`src/rtl/lsu_writeback_stage.sv`:
```
// Memory/writeback stage: runs loads/stores on a req/gnt/rvalid bus, splits misaligned accesses, drives the register-file write port.
// Latency: non-memory ops complete in the same cycle; memory ops complete on the final rvalid (aligned 2 cycles, split 4 with immediate gnt/rvalid).
// Backpressure: stall_o holds stage-2 and upstream until the final response; request fields are held stable until gnt.
module lsu_writeback_stage #(
    parameter int XLEN = 32
) (
    input  logic            clk,
    input  logic            reset,
    input  logic            valid_i,
    input  logic [XLEN-1:0] pc_i,
    input  logic [XLEN-1:0] alu_i,
    input  logic [4:0]      rd_i,
    input  logic            reg_wr_i,
    input  logic            cs_i,
    input  logic            rd_en_i,
    input  logic [1:0]      wb_sel_i,
    input  logic [2:0]      funct3_i,
    input  logic [XLEN-1:0] store_data_i,
    input  logic            is_compressed_i,
    input  logic [XLEN-1:0] csr_rdata_i,
    output logic            dmem_req_o,
    output logic            dmem_we_o,
    output logic [XLEN-1:0] dmem_addr_o,
    output logic [3:0]      dmem_be_o,
    output logic [XLEN-1:0] dmem_wdata_o,
    input  logic            dmem_gnt_i,
    input  logic            dmem_rvalid_i,
    input  logic [XLEN-1:0] dmem_rdata_i,
    output logic            wb_en_o,
    output logic [4:0]      wb_rd_o,
    output logic [XLEN-1:0] wb_data_o,
    output logic            stall_o
);

    typedef enum logic [1:0] {S_IDLE, S_WAIT_LO, S_REQ_HI, S_WAIT_HI} state_t;

    state_t          r_state;
    state_t          w_state_nxt;
    logic [XLEN-1:0] r_lo;

    logic [1:0]        w_off;
    logic [2:0]        w_size;
    logic [3:0]        w_mask;
    logic [7:0]        w_be64;
    logic              w_split;
    logic              w_mem;
    logic              w_rsp_lo;
    logic              w_final;
    logic [XLEN-1:0]   w_lo_addr;
    logic [XLEN-1:0]   w_hi_addr;
    logic [2*XLEN-1:0] w_rot64;
    logic [XLEN-1:0]   w_wdata;
    logic [2*XLEN-1:0] w_pair;
    logic [2*XLEN-1:0] w_shifted;
    logic [XLEN-1:0]   w_raw;
    logic [XLEN-1:0]   w_load;
    logic [XLEN-1:0]   w_link;

    assign w_off   = alu_i[1:0];
    // funct3[1:0]=11 has no defined size; treat it as a word
    assign w_size  = (funct3_i[1:0] == 2'b00) ? 3'd1 :
                     (funct3_i[1:0] == 2'b01) ? 3'd2 : 3'd4;
    assign w_mask  = (w_size == 3'd1) ? 4'b0001 :
                     (w_size == 3'd2) ? 4'b0011 : 4'b1111;
    assign w_be64  = {4'b0000, w_mask} << w_off;
    assign w_split = ({1'b0, w_off} + w_size) > 3'd4;

    // Reset gates everything combinational so no bus activity escapes while it is held
    assign w_mem    = valid_i & cs_i & ~reset;
    assign w_rsp_lo = (r_state == S_WAIT_LO) & dmem_rvalid_i;
    assign w_final  = w_mem & ((w_rsp_lo & ~w_split) |
                               ((r_state == S_WAIT_HI) & dmem_rvalid_i));

    assign w_lo_addr = {alu_i[XLEN-1:2], 2'b00};
    assign w_hi_addr = w_lo_addr + 32'd4;

    // Upper half of {d,d} << k is d rotated left by k
    assign w_rot64 = {store_data_i, store_data_i} << {w_off, 3'b000};
    assign w_wdata = w_rot64[2*XLEN-1:XLEN];

    // The hi word only exists for split accesses; otherwise the current rdata is the whole access
    assign w_pair    = w_split ? {dmem_rdata_i, r_lo} : {{XLEN{1'b0}}, dmem_rdata_i};
    assign w_shifted = w_pair >> {w_off, 3'b000};
    assign w_raw     = w_shifted[XLEN-1:0];

    assign w_link = pc_i + (is_compressed_i ? 32'd2 : 32'd4);

    // Truncate merged load data to access size and extend (funct3[2] selects zero-extension)
    always_comb begin
        w_load = w_raw;
        if (w_size == 3'd1) begin
            w_load = funct3_i[2] ? {24'd0, w_raw[7:0]} : {{24{w_raw[7]}}, w_raw[7:0]};
        end else if (w_size == 3'd2) begin
            w_load = funct3_i[2] ? {16'd0, w_raw[15:0]} : {{16{w_raw[15]}}, w_raw[15:0]};
        end
    end

    // State register and lo-word capture on the first beat of a split access
    always_ff @(posedge clk) begin
        if (reset) begin
            r_state <= S_IDLE;
            r_lo    <= '0;
        end else begin
            r_state <= w_state_nxt;
            if (w_mem && w_rsp_lo && w_split) begin
                r_lo <= dmem_rdata_i;
            end
        end
    end

    // Next-state and bus request outputs
    always_comb begin
        w_state_nxt  = r_state;
        dmem_req_o   = 1'b0;
        dmem_we_o    = 1'b0;
        dmem_addr_o  = w_lo_addr;
        dmem_be_o    = 4'b0000;
        dmem_wdata_o = '0;
        case (r_state)
            S_IDLE: begin
                if (w_mem) begin
                    dmem_req_o   = 1'b1;
                    dmem_we_o    = ~rd_en_i;
                    dmem_be_o    = rd_en_i ? 4'b1111 : w_be64[3:0];
                    dmem_wdata_o = rd_en_i ? '0 : w_wdata;
                    if (dmem_gnt_i) begin
                        w_state_nxt = S_WAIT_LO;
                    end
                end
            end
            S_WAIT_LO: begin
                if (dmem_rvalid_i) begin
                    w_state_nxt = w_split ? S_REQ_HI : S_IDLE;
                end
            end
            S_REQ_HI: begin
                dmem_addr_o = w_hi_addr;
                if (w_mem) begin
                    dmem_req_o   = 1'b1;
                    dmem_we_o    = ~rd_en_i;
                    dmem_be_o    = rd_en_i ? 4'b1111 : w_be64[7:4];
                    dmem_wdata_o = rd_en_i ? '0 : w_wdata;
                    if (dmem_gnt_i) begin
                        w_state_nxt = S_WAIT_HI;
                    end
                end
            end
            S_WAIT_HI: begin
                dmem_addr_o = w_hi_addr;
                if (dmem_rvalid_i) begin
                    w_state_nxt = S_IDLE;
                end
            end
            default: w_state_nxt = S_IDLE;
        endcase
    end

    // Writeback select and strobe; memory ops write only on the final load response
    always_comb begin
        wb_rd_o = rd_i;
        case (wb_sel_i)
            2'b00:   wb_data_o = alu_i;
            2'b01:   wb_data_o = w_load;
            2'b10:   wb_data_o = w_link;
            default: wb_data_o = csr_rdata_i;
        endcase
        wb_en_o = ~reset & valid_i & reg_wr_i & (rd_i != 5'd0) &
                  (cs_i ? (w_final & rd_en_i) : 1'b1);
        stall_o = w_mem & ~w_final;
    end

endmodule

```
`config.mk`:
```
export PLATFORM = sky130hd
export DESIGN_NAME = lsu_writeback_stage
export DESIGN_NICKNAME = d
export VERILOG_FILES = /design/src/rtl/lsu_writeback_stage.sv
export SDC_FILE = /design/constraint.sdc
export NUM_CORES = 1
export LEC_CHECK = 0
export CORE_UTILIZATION = 43
export CTS_BUF_LIST = sky130_fd_sc_hd__clkbuf_4 sky130_fd_sc_hd__clkbuf_8
export DETAILED_ROUTE_END_ITERATION = 8
export GPL_TIMING_DRIVEN = 0
export PLACE_DENSITY = 0.84
export SYNTH_ARGS = -nofsm -noshare
export SYNTH_HDL_FRONTEND = slang
export SYNTH_SLANG_ARGS = --single-unit
```
`constraint.sdc`:
```
create_clock -name clk -period 5.53 [get_ports clk]
set_clock_uncertainty 0.15 [all_clocks]
set_input_delay 0.8295 -clock clk [delete_from_list [all_inputs] [get_ports clk]]
set_output_delay 0.8295 -clock clk [all_outputs]
set_load 0.1 [all_outputs]
```
==> run_results.csv <==
group,metric,value,unit
placed_design,io_buffers,283,
power,peakVddDrop,0.000198,V
routing,drt-total-wl,26.9,mm
die,rows,42,
routing,vias_per_cell,6.12,
global_route,grt_util_met3,5.23,%
logic_synthesis,synth_fa_ha_area_share,1.51,%
global_route,grt_pass1_wl,40.0,mm
clock_network,clock_latency,0.28,ns
logic_synthesis,synth_top_family_by_area,"multiplexers",
clock_network,numCtsBuffers,5,
global_route,grt_max_degree,11,
die,die-area,14400,sq um
logic_synthesis,syn_area,5980,sq um
timing,max-slew-margin-rel,26.1,%
clock_network,clkTransAtPathRegs,0.08,ns
global_route,grt_use_met1,45.3,%
final_layout,antenna_cells,0,
logic_synthesis,synthXorXnorAreaFrac,8.46,%
logic_synthesis,ys.flop_type,"dfxtp_1",
global_route,grt_usage,36.1,%
logic_synthesis,ys_ff_latch,34,
logic_synthesis,post_synth_and_or_nand_nor_area_fraction,26.2,%
worst_setup_path,cp-start-kind,"primary input",
routing,firstDrtPassIters,5,
power,power_density,162,nW/um^2
placed_design,dp_slack,-1.82,ns
worst_setup_path,end_kind,"primary output",
clock_network,cts.sinks,34,
clock_network,cts_hold_buf,0,
worst_setup_path,crit_path_max_fanout,10,
timing,final_hold_viol_count,0,
routing,drt_iter0_drc,763,
timing,final-setup-viol-count,0,
logic_synthesis,synth_mux_area_share,27.7,%
timing,fin_crit,5.49,ns
timing,rsz0062_at_grt,"yes",
die,io_pins,288,
final_layout,areaGrowthSynthToFinish,60.6,%
min_path,hold_path_class,"register to register",
die,die_y,120,microns
global_route,grt_overflow_total,0,
status,outcome,"finished clean",
global_route,grt_pass1_vias,7078,
power,p_leak,3.59,nW
routing,drc_errors,0,
logic_synthesis,syn_avg_cell_area,7.81,sq um
logic_synthesis,synth_cells,765,
timing,final_max_slew_viol_count,0,
worst_setup_path,critical_path_class,"primary input to primary output",
clock_network,cts_tree,"built",
timing,fin_crit_sh,99.3,%
placed_design,gp_congestion,0.971,
placed_design,dpl.hpwl,22.1,mm
final_layout,drive_gt1_share,17.9,%
routing,wl_per_cell,21.6,microns
logic_synthesis,async_reset_ff_share,0,%
clock_network,htreeDepth,2,
global_route,use_met2,62.7,%
logic_synthesis,yosysWarnings,0,
clock_network,cts-root-buf,"clkbuf_8",
routing,ant_nets,0,
timing,max_freq,182,MHz
job,cap_viol_max_count,0,
logic_synthesis,synth_compound_area_share,18.7,%
worst_setup_path,cp.required,4.55,ns
routing,num_vias,7613,
final_layout,fin_util,71.6,%
global_route,busiest_layer,"met2",
global_route,antenna_found_initial,1,
timing,fin_ws,0.0412,ns
logic_synthesis,yosysUniqueCellTypes,63,
die,start_util,44.6,%
final_layout,nNetsFinal,1251,
die,die_w,120,microns
logic_synthesis,ys_seq_area_share,11.4,%
die,core,13400,sq um
clock_network,clk_path_buf_depth,2,
logic_synthesis,synth_edf_count,0,
final_layout,n_fill_cell,1101,
worst_setup_path,arrival,4.51,ns
timing,worst_pin_slew,1.10,ns
worst max-delay path, stage by stage:
cell	delay, ns
clkdlybuf4s50_1	0.46
or2_4	0.29
inv_4	0.09
clkbuf_16	0.16
ha_1	0.16
inv_1	0.06
fa_2	0.45
xnor2_4	0.21
nand2_8	0.13
mux4_2	0.59
o221ai_4	0.26
buf_6	0.16
o311ai_2	0.15
a31oi_4	0.27
buf_8	0.23
cells in the mapped netlist (3+ instances only):
library cell / n / area, sq um
nand3_1: 25 / 125
xor2_1: 16 / 140
or2_2: 3 / 18.8
a31oi_1: 10 / 62.6
nor2_1: 40 / 150
a211o_1: 4 / 35.0
and4_1: 5 / 43.8
a211oi_1: 5 / 37.5
and2_1: 8 / 50.1
nor4_1: 5 / 31.3
nand2_1: 132 / 495
nand4_1: 15 / 93.8
mux2_2: 9 / 101
a221oi_1: 5 / 43.8
o211a_1: 5 / 50.1
mux2i_1: 18 / 180
ha_1: 4 / 50.1
a21oi_1: 60 / 300
xnor2_1: 38 / 333
nor3_1: 22 / 110
buf_2: 13 / 65.1
mux4_2: 61 / 1370
a21o_1: 11 / 82.6
nand2b_1: 7 / 43.8
nor2b_1: 42 / 263
buf_4: 8 / 60.1
inv_1: 17 / 63.8
buf_1: 4 / 15.0
clkbuf_1: 40 / 150
o21ai_0: 31 / 155
o31ai_1: 5 / 37.5
or3_1: 4 / 25.0
or4_1: 3 / 22.5
and3_1: 7 / 43.8
dfxtp_1: 34 / 681
o211ai_1: 3 / 22.5
o221ai_1: 7 / 61.3
a221o_1: 7 / 70.1
timing repair:
item                                    in CTS  in global routing
resized for setup                          262                 33
buffers inserted                             5                  3
cloned                                       2                  0
endpoints found under the setup margin      37                 40
pin swaps                                    7                 11
cells in the final DEF, fill, tap and decap left out, types with 6 or more instances in the layout:
cell	count
xnor2_1	38
a221o_1	7
a31oi_1	8
nor3_1	20
nor2b_1	42
buf_12	6
nor2_1	39
a21o_1	11
a21oi_2	8
dlymetal6s2s_1	10
nand2b_1	6
mux2i_1	18
clkbuf_1	35
a21oi_1	52
mux4_2	61
clkdlybuf4s50_1	234
and2_1	8
o221ai_1	6
nand3_1	25
clkbuf_8	7
and3_1	7
o21ai_0	24
nand4_1	15
buf_4	32
xor2_1	16
dfxtp_1	34
dlygate4sd2_1	6
inv_1	16
buf_6	10
buf_2	12
mux2_2	9
nand2_1	130
final cells by class:
cell class,instances,area (sq um),share of cell area [%]
inverters,18,71.3,0.743
clock buffers,7,90.1,0.938
multi-input cells,649,5210,54.3
well taps,176,220,2.29
flip-flops and latches,34,681,7.09
plain buffers,65,357,3.71
clock inverters,1,5.00,0.0521
repair buffers,293,2960,30.9
power by group:
part	leakage [nW]	internal, W	total, W	switching, W
logic	3.27	0.000415	0.00111	0.000700
registers	0.274	0.000245	0.000246	0.000000495
clock network	0.0517	0.000105	0.000194	0.0000889
kinds of logic after synthesis:
family	count (synthesis)
AO/OA/AOI/OAI	173
XOR/XNOR	56
adder cells (fa/ha/maj)	6
buffers and inverters	83
flip-flops	34
multiplexers	88
other	1
AND/OR/NAND/NOR	324
metal layers:
layer	share of wire [%]	wire [microns]	vias up
met5	0.048	13	-
met1	38	10200	3582
li1	-	-	3439
met2	49	13100	505
met4	4.2	1120	2
met3	9.0	2420	85
worst paths after layout:
path / to / slack (ns) / depth (start not counted) / startpoint
max: wb_data_o[18] / 0.04 / 15 / funct3_i[0]
min: r_lo[7] / 0.31 / 2 / r_lo[7]
max reg2reg: r_lo[2] / 3.17 / 5 / register
min reg2reg: r_lo[7] / 0.31 / 2 / r_lo[7]
stage by stage:
step / hold WS (ns) / setup TNS, ns / cells / power (W) / cell area, sq um
floorplan: 0.283 / -0.721 / 766 / 0.000944 / 6120
global placement: 0.290 / -51.58 / 1225 / 0.00129 / 9170
detailed placement: 0.297 / -51.73 / 1225 / 0.00130 / 9170
CTS: 0.307 / 0 / 1240 / 0.00152 / 9470
global route: 0.338 / -0.465 / 1243 / 0.00160 / 9600
finish: 0.313 / 0 / 1243 / 0.00155 / 9600
registers in the layout (all words and copies together) (netlist names), named ones only:
name	count
r_state	1
r_lo	32
Power figures use the tool's default switching activity.
